--- config.mk ---
export PLATFORM = sky130hd
export DESIGN_NAME = bcd_bin
export DESIGN_NICKNAME = d
export VERILOG_FILES = /design/src/rtl/bcd_bin.sv
export SDC_FILE = /design/constraint.sdc
export NUM_CORES = 1
export LEC_CHECK = 0
export ABC_AREA = 1
export CORE_MARGIN = 8
export CORE_UTILIZATION = 55
export DETAILED_ROUTE_END_ITERATION = 6
export HOLD_SLACK_MARGIN = 0.12
export PLACE_DENSITY = 0.82
export SYNTH_ARGS = -nofsm -noshare
export SYNTH_HDL_FRONTEND = slang
export SYNTH_SLANG_ARGS = --single-unit
--- constraint.sdc ---
create_clock -name clk -period 1.45 [get_ports clk]
set_input_delay 0.145 -clock clk [delete_from_list [all_inputs] [get_ports clk]]
set_output_delay 0.145 -clock clk [all_outputs]
set_load 0.02 [all_outputs]
--- src/rtl/bcd_bin.sv ---
// bcd_bin: sequential packed-BCD to unsigned binary converter.
//
// Uses the reverse double-dabble algorithm. Each SHIFT cycle shifts the
// {bcd, binary} work register right by one bit, then subtracts 3 from every
// BCD nibble that reads >= 8. After BW iterations the low BW bits hold the
// binary value. A request with any nibble > 9 is rejected in one cycle with
// err=1 and bin_out=0.
//
// Ports:
//   clk     - clock, rising edge
//   rst     - asynchronous active-high reset
//   start   - conversion request, accepted only while idle
//   bcd_in  - NDIG packed BCD digits, most significant digit in the top nibble
//   busy    - high while a conversion is shifting
//   done    - one-cycle pulse: bin_out/err are valid
//   err     - last accepted request contained a nibble > 9
//   bin_out - unsigned binary result, held until the next accepted request
module bcd_bin #(
    parameter int NDIG = 4,
    parameter int BW   = 14
) (
    input  logic              clk,
    input  logic              rst,
    input  logic              start,
    input  logic [4*NDIG-1:0] bcd_in,
    output logic              busy,
    output logic              done,
    output logic              err,
    output logic [BW-1:0]     bin_out
);

    localparam int WW = 4 * NDIG + BW;
    localparam int CW = $clog2(BW + 1);

    typedef enum logic {
        IDLE,
        SHIFT
    } state_t;

    state_t          state_q, state_d;
    logic [WW-1:0]   work_q, work_d;
    logic [CW-1:0]   cnt_q, cnt_d;
    logic            done_q, done_d;
    logic            err_q, err_d;
    logic [BW-1:0]   bin_q, bin_d;

    logic            bad_digit;
    logic [WW-1:0]   adj;

    // Invalid-digit detection on the live input (used only on the accepting edge).
    always_comb begin
        bad_digit = 1'b0;
        for (int unsigned i = 0; i < NDIG; i++) begin
            if (bcd_in[4*i +: 4] > 4'd9) begin
                bad_digit = 1'b1;
            end
        end
    end

    // One iteration: shift right, then correct every BCD nibble that reads >= 8.
    // A nibble >= 8 after the shift means a "ten" was halved into it; subtracting
    // 3 turns 8..12 back into the correct 5..9.
    always_comb begin
        adj = work_q >> 1;
        for (int unsigned i = 0; i < NDIG; i++) begin
            if (adj[BW + 4*i +: 4] >= 4'd8) begin
                adj[BW + 4*i +: 4] = adj[BW + 4*i +: 4] - 4'd3;
            end
        end
    end

    always_comb begin
        state_d = state_q;
        work_d  = work_q;
        cnt_d   = cnt_q;
        done_d  = 1'b0;
        err_d   = err_q;
        bin_d   = bin_q;
        case (state_q)
            IDLE: begin
                if (start) begin
                    if (bad_digit) begin
                        err_d  = 1'b1;
                        bin_d  = '0;
                        done_d = 1'b1;
                    end else begin
                        err_d   = 1'b0;
                        work_d  = {bcd_in, {BW{1'b0}}};
                        cnt_d   = '0;
                        state_d = SHIFT;
                    end
                end
            end
            SHIFT: begin
                work_d = adj;
                cnt_d  = cnt_q + CW'(1);
                if (cnt_q == CW'(BW - 1)) begin
                    bin_d   = adj[BW-1:0];
                    done_d  = 1'b1;
                    state_d = IDLE;
                end
            end
            default: state_d = IDLE;
        endcase
    end

    always_ff @(posedge clk or posedge rst) begin
        if (rst) begin
            state_q <= IDLE;
            work_q  <= '0;
            cnt_q   <= '0;
            done_q  <= 1'b0;
            err_q   <= 1'b0;
            bin_q   <= '0;
        end else begin
            state_q <= state_d;
            work_q  <= work_d;
            cnt_q   <= cnt_d;
            done_q  <= done_d;
            err_q   <= err_d;
            bin_q   <= bin_d;
        end
    end

    assign busy    = (state_q == SHIFT);
    assign done    = done_q;
    assign err     = err_q;
    assign bin_out = bin_q;

endmodule
# ---- Word level (Yosys, flattened, before mapping)
# Index checks and enable logic that the tools add are counted.
# Widths: inputs -> output; s select.
dict set report totals {
  ff_bits 51
  input_bits 19
}
dict set report classes {
  add_sub_neg 5
  magnitude_cmp 8
  eq_ne 5
  muxes 26
  bitwise_logic 1
  reduce_logical 3
}
# cell count
set op_table {}
lappend op_table {{$mux 30} 2}
lappend op_table {{$pmux 30 s2} 1}
lappend op_table {{$mux 14} 3}
lappend op_table {{$pmux 14 s2} 1}
lappend op_table {{$mux 4} 6}
lappend op_table {{$gt 4x4->1 const B} 4}
lappend op_table {{$ge 4x4->1 const B} 3}
lappend op_table {{$sub 4x2->4 const B} 3}
lappend op_table {{$mux 1} 10}
lappend op_table {{$pmux 4 s2} 1}
lappend op_table {{$ne 2x2->1 const B} 3}
lappend op_table {{$add 4x1->4 const B} 1}
lappend op_table {{$eq 4x4->1 const B} 1}
lappend op_table {{$ge 3x4->1 const B} 1}
lappend op_table {{$pmux 1 s2} 2}
lappend op_table {{$reduce_and 2->1} 2}
lappend op_table {{$sub 3x2->4 const B} 1}
lappend op_table {{$reduce_and 3->1} 1}
lappend op_table {{$ne 2x1->1 const B} 1}
lappend op_table {{$not 1->1} 1}

# ---- Longest topological paths before layout
# Gate-level depths: netlist of run 1.
dict set report depth {
  word_depth 8
  depth_mapped 8
  mapped_depth_nobuf 8
}

# ---- Worst setup path before layout of run 1
# OpenSTA, ideal clock, no wires.
dict set report synth_path {
  path_type {register -> register}
  from {register cnt_q[1]}
  to {register bin_q[0], in the netlist bin_out[0]}
  setup_ns 0.117
  arrival_time_ns 1.178
  t_required_ns 1.333
  setup_slack_ns 0.155
  stages_incl_launch_ff 9
  synth_period_minus_slack_ns 1.295
  cell_sequence {dfrtp_1 > inv_1 > ha_1 > inv_1 > nor3_4 > nand2_2 > buf_6 > nand3_2 > nand2_1}
}
dict set report synth_via {
  elab_chain_cells 3
}
# element line
set synth_lines {}
lappend synth_lines {{start: declaration} 42} ;# logic [CW-1:0] cnt_q, cnt_d;
lappend synth_lines {{start signal: assignment} 118} ;# cnt_q <= cnt_d;
lappend synth_lines {{$eq 4x4->1} 97} ;# if (cnt_q == CW'(BW - 1)) begin
lappend synth_lines {{$ne 2x1->1 (no line)} --}
lappend synth_lines {{$reduce_and 3->1 (no line)} --}
lappend synth_lines {{end signal: assignment} 121} ;# bin_q <= bin_d;
lappend synth_lines {{end: declaration} 45} ;# logic [BW-1:0] bin_q, bin_d;
# Every way passes these cells.
# A chain may end at the register's enable or synchronous reset.

# ---- Worst setup path in the final report of run 1
dict set report layout_path {
  from {register bin_q[8], in the netlist bin_out[8]}
  to {output port bin_out[8]}
}
# element line
set layout_rtl {}
lappend layout_rtl {{end: declaration} 29} ;# output logic [BW-1:0] bin_out
# No word-level cell between the ends.

==> flow_results.xml, run 1 <==
<?xml version="1.0" encoding="UTF-8"?>
<metrics>
  <group name="timing">
    <metric name="finalCriticalPeriod" unit="ps">1430</metric>
    <metric name="layout_setup_ws" unit="ps">23.0</metric>
    <metric name="final_report_max_slew_violation_count" unit="">0</metric>
    <metric name="rsz0062_at_grt" unit="">true</metric>
    <metric name="max_slew.worst_pin.slew" unit="ps">258</metric>
    <metric name="setup_viol" unit="">0</metric>
    <metric name="fmax" unit="GHz">0.701</metric>
    <metric name="layout_worst_path_cycle_share" unit="%">98.4</metric>
    <metric name="fin_skew" unit="ps">5.31</metric>
    <metric name="slew-limit-headroom" unit="%">82.6</metric>
    <metric name="finalHoldViolations" unit="">0</metric>
    <metric name="final.hold.worst_slack" unit="ps">181</metric>
  </group>
  <group name="floorplan">
    <metric name="floorplan.die.width" unit="um">86.2</metric>
    <metric name="initial_utilization" unit="%">57.0</metric>
    <metric name="dieHeight" unit="um">86.2</metric>
    <metric name="fp-row-count" unit="">25</metric>
    <metric name="die-area" unit="um2">7430</metric>
    <metric name="ioPinCount" unit="">36</metric>
    <metric name="design.core.area" unit="um2">4750</metric>
  </group>
  <group name="power">
    <metric name="power_density" unit="nW/um2">1890</metric>
    <metric name="combPwrFrac" unit="%">47.8</metric>
    <metric name="netSwitchingFraction" unit="%">43.3</metric>
    <metric name="int_pwr" unit="mW">3.62</metric>
    <metric name="power.share.clock" unit="%">13.5</metric>
    <metric name="pwr-share-seq" unit="%">38.7</metric>
    <metric name="power.switching" unit="mW">2.76</metric>
    <metric name="pleak" unit="nW">1.88</metric>
    <metric name="ir_drop" unit="V">0.000799</metric>
  </group>
  <group name="final_layout">
    <metric name="fraction_of_layout_cells_with_a_size_suffix_above_1" unit="%">17.4</metric>
    <metric name="fillCellCount" unit="">383</metric>
    <metric name="insertedDiodeCount" unit="">0</metric>
    <metric name="synthToLayoutAreaGrowth" unit="%">24.6</metric>
    <metric name="finalNetCount" unit="">399</metric>
  </group>
  <group name="run">
    <metric name="timing.max_cap.violations" unit="">0</metric>
  </group>
  <group name="cts">
    <metric name="cts.sink_count" unit="">50</metric>
    <metric name="htree_levels" unit="">2</metric>
    <metric name="insertion_delay" unit="ps">300</metric>
    <metric name="cts_setup_buffers" unit="">0</metric>
    <metric name="tritoncts" unit="">yes</metric>
    <metric name="clock_tree.root_cell" unit="">sky130_fd_sc_hd__clkbuf_8</metric>
    <metric name="largest_buffer_count_on_any_clock_path" unit="">2</metric>
    <metric name="cts_hold_repair.buffers" unit="">0</metric>
    <metric name="cts.clk_slew.worst_paths" unit="ps">100</metric>
    <metric name="cts_made_buffers" unit="">5</metric>
  </group>
  <group name="worst_setup_path">
    <metric name="critical_path.cell_chain" unit="">clkdlybuf4s50_1</metric>
    <metric name="critPathLaunchType" unit="">register</metric>
    <metric name="rr_worst_depth" unit="">8</metric>
    <metric name="worst_ep_required_time" unit="ps">1310</metric>
    <metric name="setup.worst_path.end_class" unit="">output port</metric>
    <metric name="worst-path-buf-inv" unit="">1</metric>
    <metric name="crit_slowest_cell" unit="">sky130_fd_sc_hd__clkdlybuf4s50_1</metric>
    <metric name="arrival" unit="ps">1280</metric>
    <metric name="critical_path.reg2reg.startpoint" unit="">cnt_q[1]</metric>
    <metric name="timing.rr.end" unit="">bin_out[6]</metric>
    <metric name="cell_type_group_with_the_largest_total_delay_on_the_critical_path" unit="">buffers and inverters</metric>
    <metric name="slowest_delay" unit="ps">610</metric>
    <metric name="r2r_slack" unit="ps">80</metric>
    <metric name="crit_path_max_fanout" unit="">2</metric>
    <metric name="timing.setup.critical_path_class" unit="">register to output port</metric>
  </group>
  <group name="grt">
    <metric name="grt_antenna_before_repair" unit="">0</metric>
    <metric name="via_count_of_the_first_global_routing_pass" unit="">2134</metric>
    <metric name="overflow" unit="">0</metric>
    <metric name="grt_max_degree" unit="">51</metric>
    <metric name="grt_pass1_wl" unit="um">9630</metric>
    <metric name="gr-usage-all-layers" unit="%">15.9</metric>
  </group>
  <group name="drt">
    <metric name="drt_drc_violations_left" unit="">0</metric>
    <metric name="dr_total_vias" unit="">2264</metric>
    <metric name="dr.pass1.iters" unit="">4</metric>
    <metric name="drt_iter0_drcs" unit="">111</metric>
    <metric name="wl_per_cell" unit="um">12.8</metric>
    <metric name="via_per_inst" unit="">5.15</metric>
    <metric name="final_antenna_net_count" unit="">0</metric>
    <metric name="detail_route.wirelength" unit="um">5650</metric>
  </group>
  <group name="synth">
    <metric name="yosys_warnings" unit="">0</metric>
    <metric name="yosys_register_bits" unit="">50</metric>
    <metric name="synthesis.nets" unit="">352</metric>
    <metric name="synth.cell_area" unit="um2">2710</metric>
    <metric name="yosysSeqAreaShare" unit="%">46.1</metric>
    <metric name="synth.distinct_cells" unit="">26</metric>
    <metric name="post_synth_inst_count" unit="">325</metric>
    <metric name="postSynthAreaPerCell" unit="um2">8.34</metric>
  </group>
  <group name="worst_hold_path">
    <metric name="hp-class" unit="">input pin to asynchronous set/reset pin</metric>
  </group>
  <group name="status">
    <metric name="outcome" unit="">completed</metric>
  </group>
  <group name="place">
    <metric name="placement.setup.worst_slack" unit="ps">-209</metric>
    <metric name="hpwlAfterDp" unit="um">4170</metric>
    <metric name="place.port_buffers" unit="">35</metric>
    <metric name="globalplace.congestion" unit="">0.862</metric>
  </group>
</metrics>
==> synthesized netlist by cell type (all sizes together) <==
cell type / number / share of area [%]
a21oi: 5 / 0.92
o21ai: 10 / 1.8
clkbuf: 1 / 0.14
nand3: 79 / 19
inv: 24 / 3.3
xor2: 1 / 0.32
dfrtp: 50 / 46
or2: 1 / 0.23
o22ai: 3 / 0.69
ha: 8 / 3.7
nand2: 98 / 14
buf: 17 / 4.1
xnor2: 1 / 0.32
nor2: 22 / 3.6
o21bai: 3 / 0.83
nor3: 2 / 0.78
==> layer usage <==
metal	GRT usage, %	up-vias	part of all wire [%]
met3	2.55	6	3.9
li1	-	1141	-
met4	5.79	0	1.2
met2	25.8	55	49
met5	0	-	0
met1	20.9	1062	46
==> placed cells by master, fill, tap and decap left out, types with 4 or more instances in the layout <==
master	instances
sky130_fd_sc_hd__a21oi_1	5
sky130_fd_sc_hd__buf_12	4
sky130_fd_sc_hd__buf_4	19
sky130_fd_sc_hd__clkbuf_8	5
sky130_fd_sc_hd__clkdlybuf4s50_1	24
sky130_fd_sc_hd__dfrtp_1	49
sky130_fd_sc_hd__dlymetal6s2s_1	9
sky130_fd_sc_hd__ha_1	8
sky130_fd_sc_hd__inv_1	19
sky130_fd_sc_hd__inv_2	5
sky130_fd_sc_hd__nand2_1	94
sky130_fd_sc_hd__nand2_4	4
sky130_fd_sc_hd__nand3_1	59
sky130_fd_sc_hd__nand3_2	19
sky130_fd_sc_hd__nor2_1	20
sky130_fd_sc_hd__o21ai_0	9
==> power groups by stage <==
stage / Clock (mW) / Combinational [mW] / Sequential [mW]
after floorplan: 0 / 1.97 / 2.58
after global placement: 0 / 2.99 / 2.46
after detailed placement: 0 / 3.10 / 2.49
after CTS: 0.872 / 3.09 / 2.47
after global routing: 0.928 / 3.43 / 2.55
final: 0.863 / 3.05 / 2.47
==> area by class of cell <==
cell class | instances | area [um2] | area share [%]
clock buffer | 5 | 68.8 | 2.04
clock inverter | 3 | 28.8 | 0.852
multi-input combinational | 233 | 1260 | 37.3
tap | 67 | 83.8 | 2.48
inverter | 24 | 90.1 | 2.67
timing repair buffer | 58 | 593 | 17.6
sequential | 50 | 1250 | 37.1
==> through the flow <==
step / setup TNS (ps) / std cells / util [%] / total power [mW] / instance area (um2)
6_report: 0 / 440 / 71.0 / 6.39 / 3380
5_1_grt: -4.69 / 440 / 71.0 / 6.91 / 3380
4_1_cts: 0 / 440 / 70.4 / 6.43 / 3350
3_5_place_dp: -6070 / 432 / 68.4 / 5.59 / 3250
3_3_place_gp: -5290 / 432 / 68.4 / 5.45 / 3250
2_1_floorplan: 0 / 325 / - / 4.55 / 2710
==> sequential cells by signal, indices dropped and copies added (netlist names) <==
signal,count
done,1
err,1
cnt_q,4
bin_out,14
busy,1
work_q,29
==> worst reg2reg max path, cell delays in order (launching register included) <==
cell                      delay (ps)
sky130_fd_sc_hd__dfrtp_1         410
sky130_fd_sc_hd__inv_1            80
sky130_fd_sc_hd__ha_1            140
sky130_fd_sc_hd__inv_1            60
sky130_fd_sc_hd__nor3_4          170
sky130_fd_sc_hd__nand2_4         120
sky130_fd_sc_hd__buf_12          170
sky130_fd_sc_hd__nand3_2          70
sky130_fd_sc_hd__nand2_1          60
==> logic make-up (layout without fill, tap and decap cells) <==
| logic type | count (synthesis) | count (layout) | synth area share (%) |
|---|---|---|---|
| flops | 50 | 50 | 46.1 |
| fa+ha+maj | 8 | 8 | 3.69 |
| simple gates | 202 | 202 | 37.7 |
| compound gates | 21 | 21 | 4.29 |
| buf+inv | 42 | 90 | 7.57 |
| xor+xnor | 2 | 2 | 0.646 |
==> worst max path at each step <==
stage / startpoint / to / slack [ps] / depth (start not counted)
3_5_place_dp: bcd_in[14] / cnt_q[0] / -210 / 8
2_1_floorplan: rst / bin_out[0] / 100 / 1
4_1_cts: bin_out[6] / bin_out[6] / 1 / 1
3_3_place_gp: bcd_in[14] / cnt_q[1] / -160 / 8
6_report: bin_out[8] / bin_out[8] / 20 / 1
5_1_grt: cnt_q[1] / bin_out[6] / -5 / 8
==> repair_timing <==
| action | CTS | global route |
|---|---|---|
| endpoints found under the hold margin | 0 | 0 |
| endpoints found under the setup margin | 2 | 17 |
| resized for setup | 3 | 10 |
| pin swaps | 0 | 1 |
(Power assumes the default switching activity.)
==> inputs of run 2 (changes only) <==
--- a/config.mk
+++ b/config.mk
@@ -9,6 +9,7 @@
 export CORE_MARGIN = 8
 export CORE_UTILIZATION = 55
 export DETAILED_ROUTE_END_ITERATION = 6
+export GPL_TIMING_DRIVEN = 0
 export HOLD_SLACK_MARGIN = 0.12
 export PLACE_DENSITY = 0.82
 export SYNTH_ARGS = -nofsm -noshare
==> run 2 against run 1 <==
Effect of this change: combinational power is 4% higher; first-iteration DRC count is 19% higher; utilization is 0.47 points lower.
==> flow_results.xml, run 2 (synthesis gave the netlist of run 1 again) <==
<?xml version="1.0" encoding="UTF-8"?>
<metrics>
  <group name="status">
    <metric name="outcome" unit="">completed</metric>
  </group>
  <group name="place">
    <metric name="globalplace.congestion" unit="">0.918</metric>
    <metric name="place.port_buffers" unit="">35</metric>
    <metric name="hpwlAfterDp" unit="um">4470</metric>
  </group>
  <group name="power">
    <metric name="power.switching" unit="mW">2.90</metric>
    <metric name="power.share.clock" unit="%">13.8</metric>
    <metric name="power_density" unit="nW/um2">1950</metric>
    <metric name="pleak" unit="nW">1.89</metric>
    <metric name="pwr-share-seq" unit="%">37.5</metric>
    <metric name="totalPowerFinal" unit="mW">6.53</metric>
    <metric name="netSwitchingFraction" unit="%">44.5</metric>
    <metric name="int_pwr" unit="mW">3.62</metric>
    <metric name="ir_drop" unit="V">0.000768</metric>
    <metric name="combPwrFrac" unit="%">48.7</metric>
  </group>
  <group name="final_layout">
    <metric name="most-common-layout-cells" unit="">94 x sky130_fd_sc_hd__nand2_1, 59 x sky130_fd_sc_hd__nand3_1, 49 x sky130_fd_sc_hd__dfrtp_1</metric>
    <metric name="multi_input_area" unit="um2">1270</metric>
    <metric name="largest_reg_flops" unit="">29</metric>
    <metric name="synthToLayoutAreaGrowth" unit="%">23.7</metric>
    <metric name="fraction_of_layout_cells_with_a_size_suffix_above_1" unit="%">18.0</metric>
    <metric name="registers.top_by_ff_count" unit="">work_q</metric>
    <metric name="seq_area" unit="um2">1250</metric>
    <metric name="finalNetCount" unit="">399</metric>
    <metric name="layout.cells.most_common" unit="">sky130_fd_sc_hd__nand2_1</metric>
    <metric name="insertedDiodeCount" unit="">0</metric>
    <metric name="fillCellCount" unit="">393</metric>
  </group>
  <group name="cts">
    <metric name="cts.sink_count" unit="">50</metric>
    <metric name="cts.clk_slew.worst_paths" unit="ps">110</metric>
    <metric name="tritoncts" unit="">yes</metric>
    <metric name="cts_hold_repair.buffers" unit="">0</metric>
    <metric name="insertion_delay" unit="ps">330</metric>
    <metric name="cts_made_buffers" unit="">5</metric>
    <metric name="largest_buffer_count_on_any_clock_path" unit="">2</metric>
    <metric name="clock_tree.root_cell" unit="">sky130_fd_sc_hd__clkbuf_8</metric>
    <metric name="htree_levels" unit="">2</metric>
  </group>
  <group name="drt">
    <metric name="dr.pass1.iters" unit="">4</metric>
    <metric name="wl_per_cell" unit="um">14.5</metric>
    <metric name="dr_total_vias" unit="">2357</metric>
    <metric name="via_per_inst" unit="">5.36</metric>
    <metric name="detail_route.wirelength" unit="um">6360</metric>
    <metric name="final_antenna_net_count" unit="">0</metric>
    <metric name="drt_drc_violations_left" unit="">0</metric>
    <metric name="drt_iter0_drcs" unit="">132</metric>
  </group>
  <group name="timing">
    <metric name="fmax" unit="GHz">0.707</metric>
    <metric name="rsz0062_at_grt" unit="">true</metric>
    <metric name="layout_worst_path_cycle_share" unit="%">97.6</metric>
    <metric name="slew-limit-headroom" unit="%">65.7</metric>
    <metric name="max_slew.worst_pin.slew" unit="ps">514</metric>
    <metric name="final_report_max_slew_violation_count" unit="">0</metric>
    <metric name="totalNegativeSetupSlack" unit="ps">0</metric>
    <metric name="finalHoldViolations" unit="">0</metric>
    <metric name="finalCriticalPeriod" unit="ps">1410</metric>
    <metric name="fin_skew" unit="ps">13.1</metric>
    <metric name="setup_viol" unit="">0</metric>
  </group>
  <group name="worst_setup_path">
    <metric name="crit_slowest_cell" unit="">sky130_fd_sc_hd__dfrtp_1</metric>
    <metric name="most_numerous_cell_on_the_critical_path" unit="">sky130_fd_sc_hd__inv_2</metric>
    <metric name="r2r_slack" unit="ps">40</metric>
    <metric name="critical_path.cell_chain" unit="">inv_2 -&gt; ha_4 -&gt; inv_2 -&gt; nor3_4 -&gt; nand2_4 -&gt; clkbuf_16 -&gt; nand3_2 -&gt; nand2_1</metric>
    <metric name="timing.setup.critical_path_class" unit="">register to register</metric>
    <metric name="worst-path-buf-inv" unit="">3</metric>
    <metric name="setup.worst_path.end_class" unit="">register</metric>
    <metric name="worst_ep_required_time" unit="ps">1680</metric>
    <metric name="crit_path_max_fanout" unit="">8</metric>
    <metric name="slowest_delay" unit="ps">400</metric>
    <metric name="critPathLaunchType" unit="">register</metric>
    <metric name="arrival" unit="ps">1650</metric>
    <metric name="cell_type_group_with_the_largest_total_delay_on_the_critical_path" unit="">simple AND/OR/NAND/NOR gates</metric>
  </group>
  <group name="grt">
    <metric name="overflow" unit="">0</metric>
    <metric name="grt_pass1_wl" unit="um">10500</metric>
    <metric name="via_count_of_the_first_global_routing_pass" unit="">2332</metric>
    <metric name="grt_antenna_before_repair" unit="">0</metric>
    <metric name="gr-usage-all-layers" unit="%">17.5</metric>
    <metric name="grt_max_degree" unit="">30</metric>
  </group>
  <group name="worst_hold_path">
    <metric name="hp-class" unit="">input pin to asynchronous set/reset pin</metric>
  </group>
  <group name="floorplan">
    <metric name="ioPinCount" unit="">36</metric>
    <metric name="design.core.area" unit="um2">4750</metric>
    <metric name="floorplan.die.width" unit="um">86.2</metric>
    <metric name="fp-row-count" unit="">25</metric>
    <metric name="initial_utilization" unit="%">57.0</metric>
    <metric name="die-area" unit="um2">7430</metric>
    <metric name="dieHeight" unit="um">86.2</metric>
  </group>
  <group name="run">
    <metric name="timing.max_cap.violations" unit="">0</metric>
  </group>
</metrics>
==> run 2: worst paths after layout <==
check	from	endpoint	depth (start not counted)
worst max-delay path	cnt_q[1]	bin_out[13]	8
worst min-delay path	rst	busy	2
worst max register to register	cnt_q[1]	bin_out[13]	8
worst min register to register	work_q[1]	bin_out[0]	2
max in group asynchronous	rst	work_q[11]	3
min in group clk	bcd_in[15]	work_q[29]	3
==> run 2: area by class of cell <==
| type | instances | share of cell area [%] |
|---|---|---|
| multi-input cells | 233 | 37.9 |
| flip-flops and latches | 50 | 37.3 |
| repair buffers | 40 | 12.9 |
| plain buffers | 18 | 3.77 |
| inverters | 24 | 2.69 |
| well taps | 67 | 2.50 |
| clock buffers | 5 | 2.05 |
| clock inverters | 3 | 0.858 |
==> run 2: routing by layer <==
layer / global-route usage, % / up-vias / part of all wire [%]
li1: - / 1147 / -
met5: 0 / - / 0
met1: 20.7 / 1117 / 42
met4: 6.73 / 0 / 1.7
met3: 4.35 / 12 / 6.2
met2: 30.0 / 81 / 50
==> run 2: stage by stage <==
step / hold slack (ps) / cell area (um2) / setup WS, ps / util, % / instances
CTS: 190 / 3250 / 0.753 / 68.4 / 436
finish: 159 / 3350 / 35.2 / 70.6 / 440
global placement: 470 / 3150 / -858 / 66.2 / 427
detailed placement: 468 / 3170 / -138 / 66.6 / 428
global route: 215 / 3350 / -74.2 / 70.6 / 440
floorplan: 290 / 2710 / 104 / - / 325
==> run 2: timing repair <==
| item | 4_1_cts | 5_1_grt |
|---|---|---|
| buffers inserted | 0 | 3 |
| resized for setup | 7 | 19 |
| endpoints found under the setup margin | 7 | 24 |
| cloned | 0 | 1 |
| pin swaps | 0 | 2 |
==> run 2: worst register-to-register path, stage by stage, from the launching register on <==
cell                        delay [ps]
sky130_fd_sc_hd__dfrtp_1           400
sky130_fd_sc_hd__inv_2              80
sky130_fd_sc_hd__ha_4              120
sky130_fd_sc_hd__inv_2              40
sky130_fd_sc_hd__nor3_4            250
sky130_fd_sc_hd__nand2_4           150
sky130_fd_sc_hd__clkbuf_16         190
sky130_fd_sc_hd__nand3_2            70
sky130_fd_sc_hd__nand2_1            40
==> run 2: power groups by stage <==
stage / clock (mW) / combinational, mW / sequential [mW]
after CTS: 0.897 / 3.05 / 2.44
final: 0.901 / 3.18 / 2.45
after global routing: 0.951 / 3.55 / 2.52
after floorplan: 0 / 1.97 / 2.58
after detailed placement: 0 / 3.09 / 2.46
after global placement: 0 / 2.97 / 2.44
==> inputs of run 3 (changes only) <==
==> config.mk (replaced) <==
export PLATFORM = sky130hd
export DESIGN_NAME = bcd_bin
export DESIGN_NICKNAME = d
export VERILOG_FILES = /design/src/rtl/bcd_bin.sv
export SDC_FILE = /design/constraint.sdc
export NUM_CORES = 1
export LEC_CHECK = 0
export ABC_AREA = 0
export CORE_MARGIN = 8
export CORE_UTILIZATION = 52
export DETAILED_ROUTE_END_ITERATION = 6
export GPL_TIMING_DRIVEN = 0
export HOLD_SLACK_MARGIN = 0.12
export PLACE_DENSITY = 0.8
export REMOVE_ABC_BUFFERS = 1
export SYNTH_ARGS = -nofsm -noshare
export SYNTH_HDL_FRONTEND = slang
export SYNTH_SLANG_ARGS = --single-unit
==> run 3 against run 2 <==
Effect of this change: setup slack lost 19 ps; final cell count shrank 35%; sequential cell count is the same; largest cell class is now sequential cells; largest power group unchanged.
==> flow_results.xml, run 3 <==
<?xml version="1.0" encoding="UTF-8"?>
<metrics>
  <group name="synth">
    <metric name="library_cell_with_the_highest_instance_count_after_synthesis" unit="">sky130_fd_sc_hd__dfrtp_1</metric>
    <metric name="netlist.top_cell.by_area" unit="">sky130_fd_sc_hd__dfrtp_1</metric>
    <metric name="ys_async_sr_fraction" unit="%">100</metric>
    <metric name="synth.distinct_cells" unit="">31</metric>
    <metric name="postSynthAreaPerCell" unit="um2">12.3</metric>
    <metric name="post_synth_inst_count" unit="">180</metric>
    <metric name="synth_enable_flop_cells" unit="">0</metric>
    <metric name="yosys_register_bits" unit="">50</metric>
    <metric name="synth.cell_area" unit="um2">2220</metric>
    <metric name="yosys_warnings" unit="">0</metric>
    <metric name="synth_top_cells_by_count" unit="">50 x sky130_fd_sc_hd__dfrtp_1, 29 x sky130_fd_sc_hd__a22o_1, 14 x sky130_fd_sc_hd__a221o_1</metric>
    <metric name="yosysSeqAreaShare" unit="%">56.5</metric>
    <metric name="synth_area_leaders" unit="">sky130_fd_sc_hd__dfrtp_1 56%, sky130_fd_sc_hd__a22o_1 11%, sky130_fd_sc_hd__a221o_1 6.3%</metric>
    <metric name="synthFlopType" unit="">sky130_fd_sc_hd__dfrtp_1</metric>
    <metric name="synth_top_area_share" unit="%">56.5</metric>
  </group>
  <group name="floorplan">
    <metric name="design.core.area" unit="um2">4060</metric>
    <metric name="fp-row-count" unit="">23</metric>
    <metric name="dieHeight" unit="um">81.3</metric>
    <metric name="die-area" unit="um2">6610</metric>
    <metric name="initial_utilization" unit="%">54.6</metric>
    <metric name="ioPinCount" unit="">36</metric>
    <metric name="floorplan.die.width" unit="um">81.3</metric>
  </group>
  <group name="power">
    <metric name="pleak" unit="nW">1.67</metric>
    <metric name="totalPowerFinal" unit="mW">5.49</metric>
    <metric name="power_density" unit="nW/um2">1830</metric>
    <metric name="ir_drop" unit="V">0.000896</metric>
  </group>
  <group name="worst_hold_path">
    <metric name="hold_start" unit="">bcd_in[2]</metric>
    <metric name="hp-class" unit="">input pin to register</metric>
  </group>
  <group name="drt">
    <metric name="via_per_inst" unit="">5.91</metric>
    <metric name="dr_total_vias" unit="">1683</metric>
    <metric name="wl_per_cell" unit="um">19.0</metric>
    <metric name="dr.pass1.iters" unit="">5</metric>
    <metric name="drt_drc_violations_left" unit="">0</metric>
    <metric name="final_antenna_net_count" unit="">0</metric>
    <metric name="detail_route.wirelength" unit="um">5410</metric>
    <metric name="drt_iter0_drcs" unit="">109</metric>
  </group>
  <group name="grt">
    <metric name="via_count_of_the_first_global_routing_pass" unit="">1770</metric>
    <metric name="grt_pass1_wl" unit="um">8420</metric>
    <metric name="grt_max_degree" unit="">30</metric>
    <metric name="grt_antenna_before_repair" unit="">0</metric>
    <metric name="overflow" unit="">0</metric>
    <metric name="gr-usage-all-layers" unit="%">16.3</metric>
  </group>
  <group name="worst_setup_path">
    <metric name="worst_ep_required_time" unit="ps">1640</metric>
    <metric name="cell_type_group_with_the_largest_total_delay_on_the_critical_path" unit="">compound AO/OA/AOI/OAI gates</metric>
    <metric name="critPathLaunchType" unit="">input pin</metric>
    <metric name="critical_path.cell_chain" unit="">clkdlybuf4s50_1 -&gt; o21ai_2 -&gt; and4_4 -&gt; a21oi_4 -&gt; buf_8 -&gt; a221o_1</metric>
    <metric name="timing.setup.critical_path_class" unit="">input pin to register</metric>
    <metric name="crit_slowest_cell" unit="">sky130_fd_sc_hd__clkdlybuf4s50_1</metric>
    <metric name="slowest_delay" unit="ps">440</metric>
    <metric name="crit_path_max_fanout" unit="">9</metric>
    <metric name="critical_path.startpoint" unit="">bcd_in[6]</metric>
    <metric name="arrival" unit="ps">1620</metric>
    <metric name="critical_path.reg2reg.startpoint" unit="">work_q[23]</metric>
    <metric name="setup.worst_path.end_class" unit="">register</metric>
    <metric name="worst-path-buf-inv" unit="">2</metric>
  </group>
  <group name="cts">
    <metric name="tritoncts" unit="">yes</metric>
    <metric name="cts_hold_repair.buffers" unit="">0</metric>
    <metric name="cts.sink_count" unit="">50</metric>
    <metric name="htree_levels" unit="">2</metric>
    <metric name="largest_buffer_count_on_any_clock_path" unit="">2</metric>
    <metric name="cts_made_buffers" unit="">5</metric>
    <metric name="clock_tree.root_cell" unit="">sky130_fd_sc_hd__clkbuf_8</metric>
    <metric name="cts.clk_slew.worst_paths" unit="ps">90</metric>
    <metric name="insertion_delay" unit="ps">310</metric>
  </group>
  <group name="place">
    <metric name="place.port_buffers" unit="">35</metric>
    <metric name="globalplace.congestion" unit="">0.794</metric>
    <metric name="hpwlAfterDp" unit="um">3340</metric>
    <metric name="postPlaceCellArea" unit="um2">2610</metric>
    <metric name="placement.setup.worst_slack" unit="ps">-1080</metric>
  </group>
  <group name="timing">
    <metric name="finalHoldViolations" unit="">0</metric>
    <metric name="setup_viol" unit="">0</metric>
    <metric name="layout_setup_ws" unit="ps">16.5</metric>
    <metric name="final_report_max_slew_violation_count" unit="">0</metric>
    <metric name="final.hold.worst_slack" unit="ps">147</metric>
    <metric name="layout_worst_path_cycle_share" unit="%">98.9</metric>
    <metric name="max_slew.worst_pin.slew" unit="ps">458</metric>
    <metric name="finalCriticalPeriod" unit="ps">1430</metric>
    <metric name="fin_skew" unit="ps">10.4</metric>
    <metric name="slew-limit-headroom" unit="%">69.4</metric>
    <metric name="fmax" unit="GHz">0.698</metric>
  </group>
  <group name="final_layout">
    <metric name="final_area" unit="um2">3010</metric>
    <metric name="most-common-layout-cells" unit="">48 x sky130_fd_sc_hd__dfrtp_1, 29 x sky130_fd_sc_hd__a22o_1, 19 x sky130_fd_sc_hd__dlymetal6s2s_1</metric>
    <metric name="finalNetCount" unit="">261</metric>
    <metric name="largest_reg_flops" unit="">29</metric>
    <metric name="layout.cells.most_common" unit="">sky130_fd_sc_hd__dfrtp_1</metric>
    <metric name="fraction_of_layout_cells_with_a_size_suffix_above_1" unit="%">21.7</metric>
    <metric name="fillCellCount" unit="">249</metric>
    <metric name="registers.top_by_ff_count" unit="">work_q</metric>
    <metric name="insertedDiodeCount" unit="">0</metric>
    <metric name="synthToLayoutAreaGrowth" unit="%">35.8</metric>
  </group>
  <group name="status">
    <metric name="outcome" unit="">completed</metric>
  </group>
  <group name="run">
    <metric name="timing.max_cap.violations" unit="">0</metric>
  </group>
</metrics>
## run 3: worst paths after layout
check	to	slack, ps	cells after the start
setup / recovery	work_q[25]	20	6
hold / removal	work_q[16]	150	2
setup reg to reg	work_q[24]	20	5
hold reg to reg	bin_out[5]	500	1
max in group asynchronous	busy	750	3
min in group asynchronous	bin_out[1]	160	2
## run 3: worst register-to-register path: stages (launching register included)
cell and delay, ps:
sky130_fd_sc_hd__dfrtp_1 410, sky130_fd_sc_hd__ha_1 210, sky130_fd_sc_hd__nand2b_4 140, sky130_fd_sc_hd__xnor2_2 140
sky130_fd_sc_hd__and2_1 170, sky130_fd_sc_hd__a221o_1 250
## run 3: power breakdown
part | switching (mW) | leakage, nW | internal [mW]
sequential | 0.470 | 0.660 | 1.86
clock | 0.485 | 0.0441 | 0.340
combinational | 1.05 | 0.961 | 1.30
total | 2.00 | 1.67 | 3.49
## run 3: what timing repair did
action,CTS,global route
pin swaps,4,6
gates cloned,1,0
endpoints found under the setup margin,52,51
gates resized for setup,14,25
buffers inserted,12,8
## run 3: layer usage
layer | vias up | share of wire, % | global-route usage, %
met5 | - | 0 | 0
met4 | 0 | 1.4 | 7.32
met3 | 8 | 5.3 | 3.09
met2 | 51 | 53 | 28.0
met1 | 858 | 41 | 19.3
li1 | 766 | - | -
## run 3: final cells by class
| class | count | area (um2) | share of cell area, % |
|---|---|---|---|
| timing repair buffer | 58 | 628 | 20.9 |
| clock inverter | 3 | 21.3 | 0.707 |
| multi-input combinational | 107 | 927 | 30.8 |
| tap | 50 | 62.6 | 2.08 |
| sequential | 50 | 1260 | 41.7 |
| clock buffer | 5 | 68.8 | 2.29 |
| inverter | 12 | 45.0 | 1.50 |
## run 3: cell families (layout without fill, tap and decap cells)
| logic type | after synthesis | count (layout) | synth area share [%] |
|---|---|---|---|
| AO/OA/AOI/OAI | 58 | 58 | 21.5 |
| adder cells (fa/ha/maj) | 8 | 8 | 4.52 |
| buffers and inverters | 23 | 78 | 4.69 |
| XOR/XNOR | 6 | 6 | 2.37 |
| flip-flops | 50 | 50 | 56.5 |
| multiplexers | 5 | 5 | 2.37 |
| AND/OR/NAND/NOR | 30 | 30 | 8.07 |
## run 3: per-stage QoR
step,instances,TNS (ps),util (%)
after floorplan,169,-37350,-
after global placement,254,-104290,63.3
after detailed placement,256,-36560,64.3
after CTS,277,0,70.7
after global routing,285,-65.0,74.2
final,285,0,74.2
